==> src/rtl/two_sum_pkg.sv <==
// Shared definitions for the streaming two-sum solver and its streamer.
// Holds default sizes, the derived index width and the streamer state encoding.
package two_sum_pkg;

  localparam int TS_DATA_WIDTH = 2;
  localparam int TS_ARRAY_SIZE = 2 ** TS_DATA_WIDTH;
  localparam int TS_IDX_W      = $clog2(TS_ARRAY_SIZE);

  typedef logic [TS_IDX_W-1:0] ts_idx_t;
  typedef logic [1:0]          ts_state_t;

  localparam ts_state_t ST_IDLE   = 2'd0;
  localparam ts_state_t ST_STREAM = 2'd1;
  localparam ts_state_t ST_WAIT   = 2'd2;
  localparam ts_state_t ST_DONE   = 2'd3;

endpackage

==> src/rtl/two_sum_array_buffer.sv <==
// Array storage for the streamer: one synchronous write port,
// one combinational read port, no reset on contents.
module two_sum_array_buffer
  import two_sum_pkg::*;
#(
  parameter int DATA_WIDTH = TS_DATA_WIDTH,
  parameter int DEPTH      = TS_ARRAY_SIZE
) (
  input  logic                     clk,
  input  logic                     we_i,
  input  logic [$clog2(DEPTH)-1:0] waddr_i,
  input  logic [DATA_WIDTH-1:0]    wdata_i,
  input  logic [$clog2(DEPTH)-1:0] raddr_i,
  output logic [DATA_WIDTH-1:0]    rdata_o
);

  logic [DATA_WIDTH-1:0] mem_q [DEPTH];

  always_ff @(posedge clk) begin
    if (we_i) mem_q[waddr_i] <= wdata_i;
  end

  assign rdata_o = mem_q[raddr_i];

endmodule

==> src/rtl/two_sum_streamer.sv <==
// Transmit side of the two-sum solver: buffers an array, replays it
// as a number/valid/last stream and captures the solver's result.
module two_sum_streamer
  import two_sum_pkg::*;
#(
  parameter int DATA_WIDTH  = TS_DATA_WIDTH,
  parameter int ARRAY_SIZE  = 2 ** DATA_WIDTH,
  parameter int RESULT_WAIT = 2
) (
  input  logic                          clk,
  input  logic                          rst,
  input  logic [DATA_WIDTH-1:0]         load_data,
  input  logic                          load_valid,
  input  logic                          load_last,
  input  logic                          start,
  input  logic [DATA_WIDTH-1:0]         target_in,
  output logic [DATA_WIDTH-1:0]         number,
  output logic                          number_valid,
  output logic                          number_last,
  output logic [DATA_WIDTH-1:0]         target,
  input  logic [$clog2(ARRAY_SIZE)-1:0] index1_in,
  input  logic [$clog2(ARRAY_SIZE)-1:0] index2_in,
  input  logic                          index_in_valid,
  output logic                          busy,
  output logic                          done,
  output logic                          found,
  output logic [$clog2(ARRAY_SIZE)-1:0] result_index1,
  output logic [$clog2(ARRAY_SIZE)-1:0] result_index2,
  output logic [$clog2(ARRAY_SIZE):0]   length
);

  localparam int IW = $clog2(ARRAY_SIZE);
  localparam int LW = IW + 1;
  localparam int WW = (RESULT_WAIT > 1) ? $clog2(RESULT_WAIT) : 1;

  ts_state_t             state_q, state_d;
  logic [IW-1:0]         wr_ptr_q, wr_ptr_d;
  logic [IW-1:0]         rd_ptr_q, rd_ptr_d;
  logic [LW-1:0]         length_q, length_d;
  logic                  loaded_q, loaded_d;
  logic [WW-1:0]         wait_q, wait_d;
  logic [DATA_WIDTH-1:0] target_q, target_d;
  logic                  found_q, found_d;
  logic [IW-1:0]         idx1_q, idx1_d;
  logic [IW-1:0]         idx2_q, idx2_d;
  logic [DATA_WIDTH-1:0] number_q, number_d;
  logic                  valid_q, valid_d;
  logic                  last_q, last_d;
  logic                  busy_q, busy_d;
  logic                  done_q, done_d;

  logic                  load_we;
  logic                  start_ok;
  logic                  capture;
  logic [IW-1:0]         rd_next;
  logic                  last_next;
  logic [DATA_WIDTH-1:0] rdata;

  assign load_we  = (state_q == ST_IDLE) && load_valid;
  assign start_ok = (state_q == ST_IDLE) && start
                  && loaded_q && !load_valid;
  assign capture  = ((state_q == ST_STREAM) || (state_q == ST_WAIT))
                  && index_in_valid && !found_q;

  // Read address looks one beat ahead so the registered beat is ready
  assign rd_next   = (state_q == ST_IDLE) ? '0 : rd_ptr_q + IW'(1);
  assign last_next = ({1'b0, rd_next} == (length_q - LW'(1)));

  two_sum_array_buffer #(
    .DATA_WIDTH (DATA_WIDTH),
    .DEPTH      (ARRAY_SIZE)
  ) u_buf (
    .clk     (clk),
    .we_i    (load_we),
    .waddr_i (wr_ptr_q),
    .wdata_i (load_data),
    .raddr_i (rd_next),
    .rdata_o (rdata)
  );

  always_comb begin
    state_d  = state_q;
    wr_ptr_d = wr_ptr_q;
    rd_ptr_d = rd_ptr_q;
    length_d = length_q;
    loaded_d = loaded_q;
    wait_d   = wait_q;
    target_d = target_q;
    found_d  = found_q;
    idx1_d   = idx1_q;
    idx2_d   = idx2_q;
    number_d = number_q;
    valid_d  = valid_q;
    last_d   = last_q;
    unique case (state_q)
      ST_IDLE: begin
        if (load_we) begin
          wr_ptr_d = wr_ptr_q + IW'(1);
          loaded_d = 1'b0;
          if (load_last || (wr_ptr_q == IW'(ARRAY_SIZE - 1))) begin
            length_d = LW'(wr_ptr_q) + LW'(1);
            loaded_d = 1'b1;
            wr_ptr_d = '0;
          end
        end else if (start_ok) begin
          state_d  = ST_STREAM;
          target_d = target_in;
          found_d  = 1'b0;
          idx1_d   = '0;
          idx2_d   = '0;
          rd_ptr_d = '0;
          number_d = rdata;
          valid_d  = 1'b1;
          last_d   = last_next;
        end
      end
      ST_STREAM: begin
        if (last_q) begin
          state_d  = ST_WAIT;
          number_d = '0;
          valid_d  = 1'b0;
          last_d   = 1'b0;
          wait_d   = '0;
        end else begin
          rd_ptr_d = rd_next;
          number_d = rdata;
          last_d   = last_next;
        end
      end
      ST_WAIT: begin
        if (found_q || capture
            || (wait_q == WW'(RESULT_WAIT - 1))) begin
          state_d = ST_DONE;
        end else begin
          wait_d = wait_q + WW'(1);
        end
      end
      ST_DONE: begin
        state_d = ST_IDLE;
      end
    endcase
    if (capture) begin
      found_d = 1'b1;
      idx1_d  = index1_in;
      idx2_d  = index2_in;
    end
  end

  assign busy_d = (state_d == ST_STREAM) || (state_d == ST_WAIT);
  assign done_d = (state_d == ST_DONE);

  always_ff @(posedge clk or negedge rst) begin
    if (!rst) begin
      state_q  <= ST_IDLE;
      wr_ptr_q <= '0;
      rd_ptr_q <= '0;
      length_q <= '0;
      loaded_q <= 1'b0;
      wait_q   <= '0;
      target_q <= '0;
      found_q  <= 1'b0;
      idx1_q   <= '0;
      idx2_q   <= '0;
      number_q <= '0;
      valid_q  <= 1'b0;
      last_q   <= 1'b0;
      busy_q   <= 1'b0;
      done_q   <= 1'b0;
    end else begin
      state_q  <= state_d;
      wr_ptr_q <= wr_ptr_d;
      rd_ptr_q <= rd_ptr_d;
      length_q <= length_d;
      loaded_q <= loaded_d;
      wait_q   <= wait_d;
      target_q <= target_d;
      found_q  <= found_d;
      idx1_q   <= idx1_d;
      idx2_q   <= idx2_d;
      number_q <= number_d;
      valid_q  <= valid_d;
      last_q   <= last_d;
      busy_q   <= busy_d;
      done_q   <= done_d;
    end
  end

  assign number        = number_q;
  assign number_valid  = valid_q;
  assign number_last   = last_q;
  assign target        = target_q;
  assign busy          = busy_q;
  assign done          = done_q;
  assign found         = found_q;
  assign result_index1 = idx1_q;
  assign result_index2 = idx2_q;
  assign length        = length_q;

endmodule

==> config.mk <==
export PLATFORM = sky130hd
export DESIGN_NAME = two_sum_streamer
export DESIGN_NICKNAME = d
export VERILOG_FILES = /design/src/rtl/two_sum_pkg.sv /design/src/rtl/two_sum_array_buffer.sv /design/src/rtl/two_sum_streamer.sv
export SDC_FILE = /design/constraint.sdc
export NUM_CORES = 1
export LEC_CHECK = 0
export BUFFER_PORTS_ARGS = -buffer_cell sky130_fd_sc_hd__buf_4
export CAP_MARGIN = 15
export CORE_AREA = 4 4 58 60
export DETAILED_ROUTE_END_ITERATION = 12
export DIE_AREA = 0 0 62 64
export PLACE_DENSITY = 0.77
export SYNTH_ARGS = -nofsm -noshare
export SYNTH_HDL_FRONTEND = slang
export SYNTH_HIERARCHICAL = 1
export SYNTH_SLANG_ARGS = --single-unit
==> constraint.sdc <==
create_clock -name clk -period 5.6 [get_ports clk]
set_input_delay 0.56 -clock clk [delete_from_list [all_inputs] [get_ports clk]]
set_output_delay 0.56 -clock clk [all_outputs]
set_load 0.01 [all_outputs]
==> qor.txt <==
Outcome - finished clean
Power share of the sequential group - 39.5%
Final setup violation count - 0
Cts repair resizes - 0
Clock share of power - 12.1%
Min Tclk post-route - 2.06 ns
Slowest cell on crit path - and4b_1
Unrepaired setup endpoints after global routing - no
R2r worst-path depth - 5
Post-Synth Simple-Gate Area - 12.5%
Crit. End Element - flop
Net Sw Frac - 39.0%
Slew headroom - 71.2%
Most used cell, CP - ha_1
Layout cells sized above 1 - 25.6%
Commonest cells after routing, fill and taps aside - buf_4, dfrtp_1, nand2_1
CTS Sinks - 32
Hold_buf cts - 0
Die span in y - 64 um
Compound-Gate Fraction of Synth Area - 14.1%
Critical path depth in cells - 5
Max Buffers Root-to-Sink - 2
Synth Area per Inst - 11.9 um2
Final hold viol count - 0
PwrDens - 558 nW/um2
Gp weighted congestion - 0.781
Post-Synth XOR/XNOR Area - 2.34%
Post-Synth Adder-Cell Area - 6.68%
Fin Hold WS - 0.0996 ns
Delay-heaviest family, CP - adder cells
Hold Path Class - primary input to async pin
Worst vdd ir - 0.316 mV
Root buf cell - clkbuf_4
Wire per inst - 14.8 um
Clock-pin transition on the worst setup and hold timing paths - 0.09 ns
Post-synthesis mux area share - 5.01%
Initial antenna violation count - 0
Internal cell power - 0.609 mW
Synth area leaders - dfrtp_1, edfxtp_1, ha_1, nand2_1, a22o_1
Max Cap Viol - 0
Grt total ovfl - 0
Clk Latency, worst-skew pair - 0.33 ns
Flop2flop setup slack - 3.54 ns
DPL Wire Length - 2120 um
Port bufs - 29
Number of library cell types mapped by synthesis - 34
Crit path cell chain - inv_1 -> ha_1 -> and4b_1 -> a221oi_1 -> ha_1
Critical Path Source Type - flop
Total number of vias - 1033
CP max FO - 9
Slowest cell delay on critical path - 0.48 ns
Worst Setup SP - state_q[0]
Vias in the first global route - 1048
Slew @ Worst Pin - 0.431 ns
Final Max Slew Viols - 0
Setup bufs post-CTS - 0
Crit path kind - flop to flop
Die Area - 3970 um2
Ys Warns - 6
Commonest non-fill, non-tap cell in the layout - buf_4
Vias per inst - 5.35
Antenna viol nets, final - 0
First-pass GRT wire length - 4750 um
Layout Skew - 0.00660 ns
CTS Buf Count - 5
Fmax - 484 MHz
Seq/Total Area, Yosys - 56.1%
Largest family of logic cells by synthesized area - compound AO/OA/AOI/OAI gates
Combinational power share - 48.4%
Rows - 20
Largest net degree at the start of global routing - 25
Final Util - 61.1%
Syn_nets - 148
Drt pass-1 iters - 4
Number of remaining DRC errors - 0
CORE AREA - 2930 um2
Cell count after synthesis - 126
RR Startpoint - state_q[0]
Mapped Area - 1500 um2
# nets final - 181
Layout area overhead - 19.3%
Synth Register Bits - 32
Fillcell total - 239
P_leak - 0.848 nW
Post-synth top area share - 40.1%
P_sw - 0.389 mW
Final Cycle Share - 36.9%
Arr. time, crit path - 2.29 ns
Starting Density - 51.2%
GRT Total Usage - 16.5%
Ant diodes - 0
CTS tree - built
Iteration-0 DRC Markers - 33
Die width - 62 um
H-tree Lvls - 2
Leading area contributor after synthesis - dfrtp_1
Buf/Inv on CP - 1
Setup TNS Final - 0 ns
Required time of the critical path - 5.82 ns
Overall routed net length - 2860 um
I/O pin cnt - 30
-- through the flow --
stage                     power (mW)  std cells  instance area, um2  setup slack, ns
after floorplan                0.723        126                1500             3.80
after global placement         0.864        185                1740             3.65
after detailed placement       0.885        185                1740             3.54
after CTS                       1.01        193                1790             3.53
after global routing            1.09        193                1790             3.38
final                          0.998        193                1790             3.54
-- cell usage after synthesis, drive strengths merged --
cell type   n
a211oi      1
a21o        1
a21oi       5
a221oi      1
a22o        7
a31oi       2
and3        1
and3b       2
and4b       1
buf         2
clkbuf      1
dfrtp      24
edfxtp      8
ha          8
inv         8
mux2        2
mux4        2
nand2      19
nand2b      1
nand3       1
nand4b      1
nor2        8
nor3        3
nor3b       1
o21ai       8
o21bai      1
o22ai       1
o31ai       2
xnor2       4
-- worst paths after layout --
check	end
min in group clk	u_buf/mem_q[3][1]
max reg2reg	busy
max	busy
min reg2reg	number[1]
max in group asynchronous	result_index1[1]
min	number[0]
-- power by group through the flow --
stage / combinational, mW / sequential [mW] / clock, mW
floorplan: 0.317 / 0.406 / 0
global placement: 0.469 / 0.395 / 0
detailed placement: 0.487 / 0.399 / 0
CTS: 0.490 / 0.394 / 0.126
global route: 0.542 / 0.408 / 0.136
finish: 0.483 / 0.394 / 0.121
-- registers in the layout (all words and copies together), names as in the netlist --
signal	count
u_buf/mem_q	8
length	3
number	2
rd_ptr_q	2
result_index1	2
result_index2	2
state_q	2
target	2
wr_ptr_q	2
busy	1
done	1
found	1
loaded_q	1
number_last	1
number_valid	1
wait_q	1
-- logic make-up (layout without fill, tap and decap cells) --
| group | Yosys count | count (layout) |
|---|---|---|
| muxes | 4 | 4 |
| AOI/OAI and AO/OA | 29 | 29 |
| adders and majority gates | 8 | 8 |
| and+or+nand+nor | 38 | 38 |
| xor gates and xnor gates | 4 | 4 |
| buffers and inverters | 11 | 45 |
| DFF | 32 | 32 |
-- routing by layer --
metal | global-route usage (%) | wire [um] | up-vias
met1 | 20.4 | 1200 | 488
met2 | 25.8 | 1470 | 23
li1 | - | - | 518
met3 | 4.44 | 160 | 4
met5 | 0 | 0 | -
met4 | 7.96 | 29 | 0
-- area by class of cell --
class                           count  area, um2  area share, %
Clock buffer                        7       45.0           2.52
Clock inverter                      1       3.75          0.210
Inverter                            8       30.0           1.68
Multi-Input combinational cell     83        609           34.1
Sequential cell                    32        841           47.0
Tap cell                           33       41.3           2.31
Timing Repair Buffer               29        218           12.2
-- worst register-to-register path, stage by stage (launching register included) --
cell	delay, ns
dfrtp_1	0.39
inv_1	0.18
ha_1	0.42
and4b_1	0.49
a221oi_1	0.16
ha_1	0.32
Note: power is estimated with default switching activity, not from simulation.
